$ cat config.mk
export PLATFORM = sky130hd
export DESIGN_NAME = lineattr_sched
export DESIGN_NICKNAME = d
export VERILOG_FILES = /design/src/rtl/lineattr_sched_pkg.sv /design/src/rtl/lineattr_sched.sv
export SDC_FILE = /design/constraint.sdc
export NUM_CORES = 1
export LEC_CHECK = 0
export ABC_AREA = 1
export CORE_UTILIZATION = 40
export CTS_CLUSTER_DIAMETER = 30
export DETAILED_ROUTE_END_ITERATION = 8
export PLACE_DENSITY = 0.87
export SLEW_MARGIN = 20
export SYNTH_ARGS = -nofsm -noshare
export SYNTH_HDL_FRONTEND = slang
export SYNTH_SLANG_ARGS = --single-unit
$ cat constraint.sdc
create_clock -name clk -period 2.7 [get_ports clk]
set_input_delay 0.81 -clock clk [delete_from_list [all_inputs] [get_ports clk]]
set_output_delay 0.81 -clock clk [all_outputs]
set_load 0.005 [all_outputs]
$ cat src/rtl/lineattr_sched_pkg.sv
// -----------------------------------------------------------------------------
// lineattr_sched_pkg
//   Shared definitions for the line attribute ping-pong scheduler:
//   scheduler state encoding, line width and a small helper that recognises
//   the final entry of a clear sweep.
// -----------------------------------------------------------------------------
package lineattr_sched_pkg;

    // Number of attribute entries in one scanline buffer.
    localparam int LINE_W = 256;

    typedef enum logic {
        ST_CLEAR = 1'b0,
        ST_RUN   = 1'b1
    } state_t;

    // True when the clear counter points at the last buffer entry, i.e. the
    // write issued this cycle completes the sweep.
    function automatic logic is_last_clear(input logic [7:0] cnt);
        return cnt == 8'(LINE_W - 1);
    endfunction

endpackage

$ cat src/rtl/lineattr_sched.sv
// -----------------------------------------------------------------------------
// lineattr_sched
//   Ping-pong scheduler for two 256x2 line attribute buffers. The display
//   reads the front buffer while the background and sprite renderers fill the
//   back buffer. Each line_start swaps the buffers and auto-clears the new
//   back buffer before any renderer write is accepted.
//
// Parameters
//   CLEAR_VAL   attribute written to every entry during a clear sweep
//
// Ports
//   clk, reset_n         clock, asynchronous active-low reset
//   line_start           scanline start pulse: swap buffers, restart clear
//   bg_req/idx/data      background write request
//   bg_ack               background request accepted this cycle (comb)
//   spr_req/idx/data     sprite write request (data 2'b00 = transparent)
//   spr_ack              sprite request accepted this cycle (comb)
//   clr_busy             clear sweep in progress, renderers stalled
//   disp_idx             display read index
//   disp_data            registered front-buffer attribute at disp_idx
//   front                buffer currently displayed
//   wb_idx/data          registered write index/data shared by both buffers
//   wb_wren0/1           registered per-buffer write enables
//   rb_idx               read index to both buffers (= disp_idx)
//   rb_data0/1           asynchronous read data from buffer 0/1
// -----------------------------------------------------------------------------
module lineattr_sched
    import lineattr_sched_pkg::*;
#(
    parameter logic [1:0] CLEAR_VAL = 2'b00
) (
    input  logic       clk,
    input  logic       reset_n,
    input  logic       line_start,
    input  logic       bg_req,
    input  logic [7:0] bg_idx,
    input  logic [1:0] bg_data,
    output logic       bg_ack,
    input  logic       spr_req,
    input  logic [7:0] spr_idx,
    input  logic [1:0] spr_data,
    output logic       spr_ack,
    output logic       clr_busy,
    input  logic [7:0] disp_idx,
    output logic [1:0] disp_data,
    output logic       front,
    output logic [7:0] wb_idx,
    output logic [1:0] wb_data,
    output logic       wb_wren0,
    output logic       wb_wren1,
    output logic [7:0] rb_idx,
    input  logic [1:0] rb_data0,
    input  logic [1:0] rb_data1
);

    state_t     state_q,     state_d;
    logic [7:0] clr_cnt_q,   clr_cnt_d;
    logic       front_q,     front_d;
    logic [7:0] wb_idx_q,    wb_idx_d;
    logic [1:0] wb_data_q,   wb_data_d;
    logic       wb_wren0_q,  wb_wren0_d;
    logic       wb_wren1_q,  wb_wren1_d;
    logic [1:0] disp_data_q, disp_data_d;
    logic       wr_en;

    always_ff @(posedge clk or negedge reset_n) begin
        if (!reset_n) begin
            state_q     <= ST_CLEAR;
            clr_cnt_q   <= 8'd0;
            front_q     <= 1'b0;
            wb_idx_q    <= 8'd0;
            wb_data_q   <= 2'b00;
            wb_wren0_q  <= 1'b0;
            wb_wren1_q  <= 1'b0;
            disp_data_q <= 2'b00;
        end else begin
            state_q     <= state_d;
            clr_cnt_q   <= clr_cnt_d;
            front_q     <= front_d;
            wb_idx_q    <= wb_idx_d;
            wb_data_q   <= wb_data_d;
            wb_wren0_q  <= wb_wren0_d;
            wb_wren1_q  <= wb_wren1_d;
            disp_data_q <= disp_data_d;
        end
    end

    always_comb begin
        state_d   = state_q;
        clr_cnt_d = clr_cnt_q;
        front_d   = front_q;
        wb_idx_d  = wb_idx_q;
        wb_data_d = wb_data_q;
        wr_en     = 1'b0;
        bg_ack    = 1'b0;
        spr_ack   = 1'b0;

        case (state_q)
            ST_CLEAR: begin
                // One clear write per cycle; renderers stay un-acked.
                wr_en     = 1'b1;
                wb_idx_d  = clr_cnt_q;
                wb_data_d = CLEAR_VAL;
                clr_cnt_d = clr_cnt_q + 8'd1;
                if (is_last_clear(clr_cnt_q)) begin
                    state_d = ST_RUN;
                end
            end
            ST_RUN: begin
                // Background has fixed priority; a losing sprite simply holds
                // its request until it is granted.
                if (bg_req) begin
                    bg_ack    = 1'b1;
                    wr_en     = 1'b1;
                    wb_idx_d  = bg_idx;
                    wb_data_d = bg_data;
                end else if (spr_req) begin
                    spr_ack = 1'b1;
                    // Transparent sprite pixels are consumed without a write.
                    if (spr_data != 2'b00) begin
                        wr_en     = 1'b1;
                        wb_idx_d  = spr_idx;
                        wb_data_d = spr_data;
                    end
                end
            end
            default: begin
                state_d = ST_CLEAR;
            end
        endcase

        // line_start overrides everything: swap and (re)start a full clear.
        // Any write decided above still targets the pre-swap back buffer.
        if (line_start) begin
            front_d   = ~front_q;
            clr_cnt_d = 8'd0;
            state_d   = ST_CLEAR;
        end

        // The back buffer is ~front at grant time, so the enables are
        // mutually exclusive by construction.
        wb_wren0_d = wr_en &  front_q;
        wb_wren1_d = wr_en & ~front_q;

        // Select with the post-edge front so a swap and the read that
        // follows it take effect on the same edge.
        disp_data_d = front_d ? rb_data1 : rb_data0;
    end

    assign clr_busy  = (state_q == ST_CLEAR);
    assign front     = front_q;
    assign wb_idx    = wb_idx_q;
    assign wb_data   = wb_data_q;
    assign wb_wren0  = wb_wren0_q;
    assign wb_wren1  = wb_wren1_q;
    assign disp_data = disp_data_q;
    assign rb_idx    = disp_idx;

endmodule

Word level (Yosys, flattened, before mapping)
Index checks and enable logic that the tools add are counted.
{ "totals": {"reg_bits": 24, "input_bits": 37, "output_inout_bits": 26, "word_cells": 43} }
{ "classes": {"addsub": 1, "eq_ne": 4, "mux": 24, "bitwise": 4, "reduce_logical": 2} }
{ "op_table": {"columns": ["op", "n"], "rows": [
  ["two-way mux 8 bit", 5],
  ["case mux 8 bit (2 select lines)", 1],
  ["two-way mux 1 bit", 12],
  ["adder 8 x 1 -> 8 bit, second input constant", 1],
  ["== test 8 bit, second input constant", 1],
  ["two-way mux 2 bit", 4],
  ["case mux 2 bit (2 select lines)", 1],
  ["!= test 3 x 2 -> 1 bit, second input constant", 1],
  ["!= test 3 bit, second input constant", 1],
  ["bitwise AND 1 bit", 2],
  ["!= test 2 bit, second input constant", 1],
  ["NOT 1 bit", 2],
  ["case mux 1 bit (2 select lines)", 1],
  ["AND reduction 2 bit", 1],
  ["nonzero test 2 bit", 1]
]} }

Longest topological paths before layout
Gate-level depths: netlist of the first run.
{ "depth": {"ltp_word": 6, "depth_mapped": 8, "mapped_depth_nobuf": 7} }

Worst setup path after synthesis of the first run
Ideal clock, no wire load.
{ "synth_timing": {"path_type": "input port to output port", "from": "input port bg_req", "to": "output port spr_ack", "arrival_ps": 1026, "t_required_ps": 1890, "slack_ps": 864, "cell_stages": 1, "n_path_buf": 0, "cell_sequence": "nor3b_1"} }
{ "synth_between": {"elab_chain_cells": 2} }
{ "synth_lines": {"columns": ["element", "line_no", "text"], "rows": [
  ["from (decl)", "lineattr_sched.sv:35", "input logic bg_req,"],
  ["two-way mux 1 bit", "lineattr_sched.sv:112", "if (bg_req) begin"],
  ["two-way mux 1 bit", "lineattr_sched.sv:98", "case (state_q)"],
  ["to (decl)", "lineattr_sched.sv:42", "output logic spr_ack,"]
]} }
No other way between the ends.

Worst setup path in the final report of the first run
{ "layout_timing": {"from": "input port spr_req", "to": "output port spr_ack"} }
{ "layout_between": {"elab_chain_cells": 3} }
{ "layout_lines": {"columns": ["element", "line_no", "text"], "rows": [
  ["from (decl)", "lineattr_sched.sv:39", "input logic spr_req,"],
  ["two-way mux 1 bit", "lineattr_sched.sv:117", "end else if (spr_req) begin"],
  ["two-way mux 1 bit", "lineattr_sched.sv:112", null],
  ["two-way mux 1 bit", "lineattr_sched.sv:98", null]
]} }
No other way between the ends.

==> results of run 1 <==
timing repair:
action	CTS	global route
gates resized for setup	2	0
endpoints found under the setup margin	2	0
endpoints found under the hold margin	0	0
worst register-to-register path: stages (launching register included):
cell and delay, ns:
dfrtp_1 0.45, buf_4 0.18, nand2_1 0.08, inv_2 0.04, buf_4 0.16, nand2_1 0.06, o211ai_1 0.08, nand2_1 0.06
nand2_1 0.05
state kept, by name, summed over array words and instances, names as in the netlist:
signal / count
clr_cnt_q: 8
disp_data: 2
front: 1
state_q: 1
wb_data: 2
wb_idx: 8
wb_wren0: 1
wb_wren1: 1
worst max-delay path by stage:
stage / from / end / slack [ns] / depth (start not counted)
2_1_floorplan: bg_req / spr_ack / 0.86 / 1
3_3_place_gp: spr_req / spr_ack / -0.08 / 3
3_5_place_dp: bg_req / spr_ack / -0.10 / 3
4_1_cts: spr_req / spr_ack / 0.18 / 3
5_1_grt: spr_req / spr_ack / 0.14 / 3
6_report: spr_req / spr_ack / 0.19 / 3
power by group:
part	internal, W	leakage (nW)	switching [W]
Sequential	0.000378	0.320	0.0000111
Combinational	0.0000738	0.498	0.0000410
Clock	0.000150	0.0279	0.000114
cell type report:
| type | count | area share, % |
|---|---|---|
| Inverter | 12 | 2.81 |
| Clock inverter | 1 | 1.68 |
| Sequential cell | 24 | 33.7 |
| Tap cell | 44 | 3.09 |
| Clock buffer | 3 | 1.26 |
| Timing Repair Buffer | 52 | 28.2 |
| Multi-Input combinational cell | 116 | 29.3 |
per-layer routing:
layer | share of wire [%] | routed length [um] | global-route usage (%)
met3 | 5.6 | 159 | 3.08
met2 | 49 | 1370 | 31.2
met1 | 44 | 1250 | 22.6
met5 | 0 | 0 | 0
met4 | 1.5 | 41 | 6.12
cell families after synthesis:
kind of cell | after synthesis | synth area share [%]
AO/OA/AOI/OAI | 14 | 6.18
adder cells (fa/ha/maj) | 1 | 0.965
buffers and inverters | 27 | 13.3
flip-flops | 24 | 46.3
AND/OR/NAND/NOR | 101 | 33.2
through the flow:
stage / cell area, um^2 / worst slack, ns / utilization, %
final: 1780 / 0.185 / 58.4
after global routing: 1780 / 0.135 / 58.4
after CTS: 1780 / 0.184 / 58.4
after detailed placement: 1730 / -0.104 / 56.8
after global placement: 1730 / -0.0781 / 56.8
after floorplan: 1300 / 0.864 / -
cell usage after synthesis:
cell type / number / area [um^2]
nor2_1: 8 / 30.0
clkbuf_2: 1 / 5.00
nand2_1: 72 / 270
dfrtp_1: 24 / 601
nand2_4: 1 / 11.3
inv_1: 9 / 33.8
buf_4: 9 / 67.6
inv_2: 2 / 7.51
ha_1: 1 / 12.5
a21oi_1: 6 / 30.0
nand3_1: 11 / 55.1
o21ai_0: 4 / 20.0
nand4_1: 2 / 12.5
buf_2: 1 / 5.00
nor2_4: 2 / 22.5
nor3_1: 3 / 15.0
nor3b_1: 1 / 7.51
o211ai_1: 4 / 30.0
buf_6: 4 / 45.0
and3_1: 1 / 6.26
inv_6: 1 / 8.76
placed cells by master, fill, tap and decap left out, drive strengths merged, types with 3 or more instances in the layout:
cell           instances
nand2                 73
clkdlybuf4s50         44
dfrtp                 24
inv                   12
nand3                 11
nor2                  10
a21oi                  6
buf                    6
o21ai                  4
o211ai                 4
nor3                   3
clkbuf                 3
==> out/results.tsv, run 1 <==
metric	value	unit
status	finished, final reports clean	
initial antenna violation count	0	
Layout fillers	266	
r2r startpoint	state_q	
cell count of the worst reg-to-reg path	8	
Worst Hold End	wb_data[0]	
wire per inst	11.2	um
initial drt markers	38	
Worst setup EP type	output pin	
placed cells	248	
CTS root buf	clkbuf_4	
Arr. time, crit path	1.70	ns
core area	0.00305	mm^2
# Post-CTS Setup Buffers	0	
Worst-Skew Late Latency	0.33	ns
Worst Path Max Fanout	2	
Final min period	2.51	ns
Die X	58.9	um
# Max-Cap Violations	0	
Initial Utilization	42.5	%
DR vias	1187	
crit-path max cell delay	0.47	ns
post-detailed-route count of antenna-violating nets	0	
clk_skew	0.00721	ns
largest net degree at the start of global routing	25	
Num CTS Buffers	3	
CTS tree	done	
Hold WS	0.490	ns
Syn-to-layout area delta	37.6	%
Buf/Inv on CP	2	
cells after synthesis	167	
final worst path period share	93.1	%
element type at the critical path start	primary input	
Total Neg Setup Slack	0	ns
Global Route Usage Sum	18.0	%
area occupied by multi-input gates	523	um^2
syn nets	205	
register area share after synthesis	46.3	%
hpwl dp	2.13	mm
relative slew slack	79.1	%
Slew Limit Fails	0	
total I/O pin count	63	
Final Hold Vio Count	0	
Peak Freq	398	MHz
Chip Height	58.9	um
Hold Crit Depth	2	
Post-Syn Area	0.00130	mm^2
post-synthesis register bit count	24	
Hold Startpoint	wb_data[0]	
Crit Reg-Reg Endpoint	wb_idx[5]	
clock slew at reported path FFs	0.14	ns
Ant. Diodes	0	
Worst VDD drop	0.000175	V
syn avg cell area	7.76	um^2
DRC errors left	0	
buffer depth of the longest clock path	2	
LEAKAGE	0.846	nW
share of cells above drive strength 1	7.69	%
reg2reg setup slack	1.46	ns
I/O Buffers	46	
register area	601	um^2
Total Power	0.000768	W
WL final	2.82	mm
Post-CTS Hold Fix Bufs	0	
power per cell area	430	mW/mm^2
Die ar.	0.00347	mm^2
# setup viols final	0	
final std cells w/o fill	252	
cell family with most CP delay	buffers and inverters	
Core Rows	20	
synth warn	0	
worst-margin pin slew	0.314	ns
Initial DRT Pass Iterations	5	
GPL Wtd Cong	0.774	
HP Class	flip-flop to flip-flop	
global-route wire length before repair	4.69	mm
worst path required time	1.89	ns
Sink Count	24	
Netlist cell types	21	
# nets final	247	
CTS H-tree depth	1	
cells along the critical path	clkdlybuf4s50_1 > nor3b_1 > dlygate4sd2_1	
vias in the first global route	1082	
Setup Crit Path Kind	primary input to output pin	
total gr overflow	0	
DR vias/cell	4.71	
RSZ-0062 raised after global routing	false	
slowest stage cell, crit path	clkdlybuf4s50_1	
No activity file was read; power rests on OpenSTA's default activity.
==> inputs of run 2 (changes only) <==
CORE_UTILIZATION = 42   (was 40)
PLACE_DENSITY = 0.91   (was 0.87)
==> run 2 against run 1 <==
Compared with the run above: critical endpoint is now bg_ack; sequential power about the same; highest routed layer unchanged; total power down 0.16%; clock power about the same; maximum frequency up 0.40%; sequential cell count unchanged; the run now ends with design-rule violations left.
==> out/results.tsv, run 2 (synthesis results as in run 1) <==
metric	value	unit	change
Num CTS Buffers	3		unchanged
crit-path max cell delay	0.49	ns	was 0.47 ns
I/O Buffers	46		unchanged
total I/O pin count	63		unchanged
Worst Path Max Fanout	3		was 2
CTS tree	done		unchanged
cell family with most CP delay	buffers and inverters		unchanged
violated checks	design-rule violations		
share of cells above drive strength 1	7.28	%	was 7.69%
Core Rows	19		was 20
WL final	2.93	mm	was 2.82 mm
# Max-Cap Violations	0		unchanged
DRC errors left	5		was 0
GPL Wtd Cong	0.796		was 0.774
Setup Crit Path Kind	primary input to output pin		unchanged
hpwl dp	2.21	mm	was 2.13 mm
Die ar.	0.00331	mm^2	was 0.00347 mm^2
most frequent cells in the layout	nand2_1 (72), clkdlybuf4s50_1 (44), dfrtp_1 (24)		unchanged
buffer depth of the longest clock path	2		unchanged
post-route setup slack	0.195	ns	was 0.185 ns
Arr. time, crit path	1.69	ns	was 1.70 ns
post-route cell area	0.00176	mm^2	was 0.00178 mm^2
Total Power	0.000766	W	was 0.000768 W
Post-CTS Hold Fix Bufs	0		unchanged
DR vias/cell	4.89		was 4.71
Buf/Inv on CP	3		was 2
worst path required time	1.89	ns	about the same
commonest non-fill, non-tap cell in the layout	nand2_1		unchanged
vias in the first global route	1142		was 1,082
# nets final	245		was 247
Chip Height	57.6	um	was 58.9 um
Final Hold Vio Count	0		unchanged
placed cell areas	0.00170	mm^2	was 0.00173 mm^2
Peak Freq	399	MHz	was 398 MHz
post-detailed-route count of antenna-violating nets	0		unchanged
Die X	57.6	um	was 58.9 um
LEAKAGE	0.836	nW	was 0.846 nW
CTS H-tree depth	1		unchanged
element type at the critical path start	primary input		unchanged
Worst setup EP type	output pin		unchanged
final worst path period share	92.8	%	was 93.1%
clk_skew	0.00642	ns	was 0.00721 ns
RSZ-0062 raised after global routing	false		unchanged
clock slew at reported path FFs	0.13	ns	was 0.14 ns
total gr overflow	0		unchanged
Syn-to-layout area delta	35.6	%	was 37.6%
# setup viols final	0		unchanged
worst-margin pin slew	0.395	ns	was 0.314 ns
relative slew slack	73.7	%	was 79.1%
DR vias	1158		was 1,187
global-route wire length before repair	4.82	mm	was 4.69 mm
core area	0.00283	mm^2	was 0.00305 mm^2
Final min period	2.50	ns	was 2.51 ns
Worst-Skew Late Latency	0.32	ns	was 0.33 ns
initial antenna violation count	0		unchanged
initial drt markers	44		was 38
Sink Count	24		unchanged
pre-CTS WS	-0.166	ns	was -0.104 ns
CTS root buf	clkbuf_4		unchanged
Slew Limit Fails	0		unchanged
Initial DRT Pass Iterations	6		was 5
Initial Utilization	45.8	%	was 42.5%
Global Route Usage Sum	19.3	%	was 18.0%
status	finished, violations left		was finished, final reports clean
slowest stage cell, crit path	clkdlybuf4s50_1		unchanged
Hold WS	0.492	ns	was 0.490 ns
cells along the critical path	dlygate4sd2_1 > nand2_1 > inv_2 > clkdlybuf4s50_1		was clkdlybuf4s50_1 > nor3b_1 > dlygate4sd2_1
Ant. Diodes	0		unchanged
power per cell area	436	mW/mm^2	was 430 mW/mm^2
largest net degree at the start of global routing	25		unchanged
Worst VDD drop	0.000183	V	was 0.000175 V
HP Class	flip-flop to flip-flop		unchanged
wire per inst	12.4	um	was 11.2 um
[run 2: area by class of cell]
type,count,area [um^2]
well taps,31,38.8
fillers,231,1070
repair buffers,50,488
flip-flops and latches,24,601
clock inverters,1,30.0
clock buffers,3,22.5
inverters,12,50.0
multi-input cells,116,528
[run 2: power breakdown]
part	internal [W]	switching (W)	leakage [nW]	total [W]
clock network	0.000150	0.000110	0.0279	0.000261
logic	0.0000740	0.0000423	0.488	0.000116
registers	0.000378	0.0000117	0.320	0.000389
[run 2: path summary, 6_finish.rpt]
path / slack (ns) / depth (start not counted) / start / endpoint
setup / recovery: 0.20 / 4 / bg_req / bg_ack
hold / removal: 0.49 / 2 / wb_idx[1] / wb_idx[1]
setup reg to reg: 1.13 / 6 / state_q / wb_idx[2]
hold reg to reg: 0.49 / 2 / wb_idx[1] / wb_idx[1]
max in group asynchronous: 1.65 / 2 / reset_n / clr_cnt_q[0]
min in group asynchronous: 0.82 / 2 / reset_n / wb_idx[5]
[run 2: what timing repair did]
action	CTS	global route
endpoints found under the hold margin	0	0
gates resized for setup	3	0
endpoints found under the setup margin	2	0
buffers inserted	0	0
[run 2: layer usage]
layer  vias up  GRT usage, %  share of wire, %
li1        600             -                 -
met1       521          21.2                42
met2        30          34.6                51
met3         7          3.85               4.8
met4         0          10.5               2.5
met5         -             0                 0
[run 2: worst register-to-register path, stage by stage, from the launching register on]
cell	delay [ns]
dfrtp_1	0.60
inv_6	0.14
nor2_4	0.24
nand2_1	0.17
inv_2	0.22
nand2_1	0.08
nand2_1	0.07
[run 2: stage by stage]
stage,util [%],std cells,TNS (ns)
3_3_place_gp,60.2,233,-0.122
3_5_place_dp,60.2,233,-0.212
5_1_grt,62.1,237,0
4_1_cts,62.1,237,0
2_1_floorplan,-,167,0
6_report,62.1,237,0
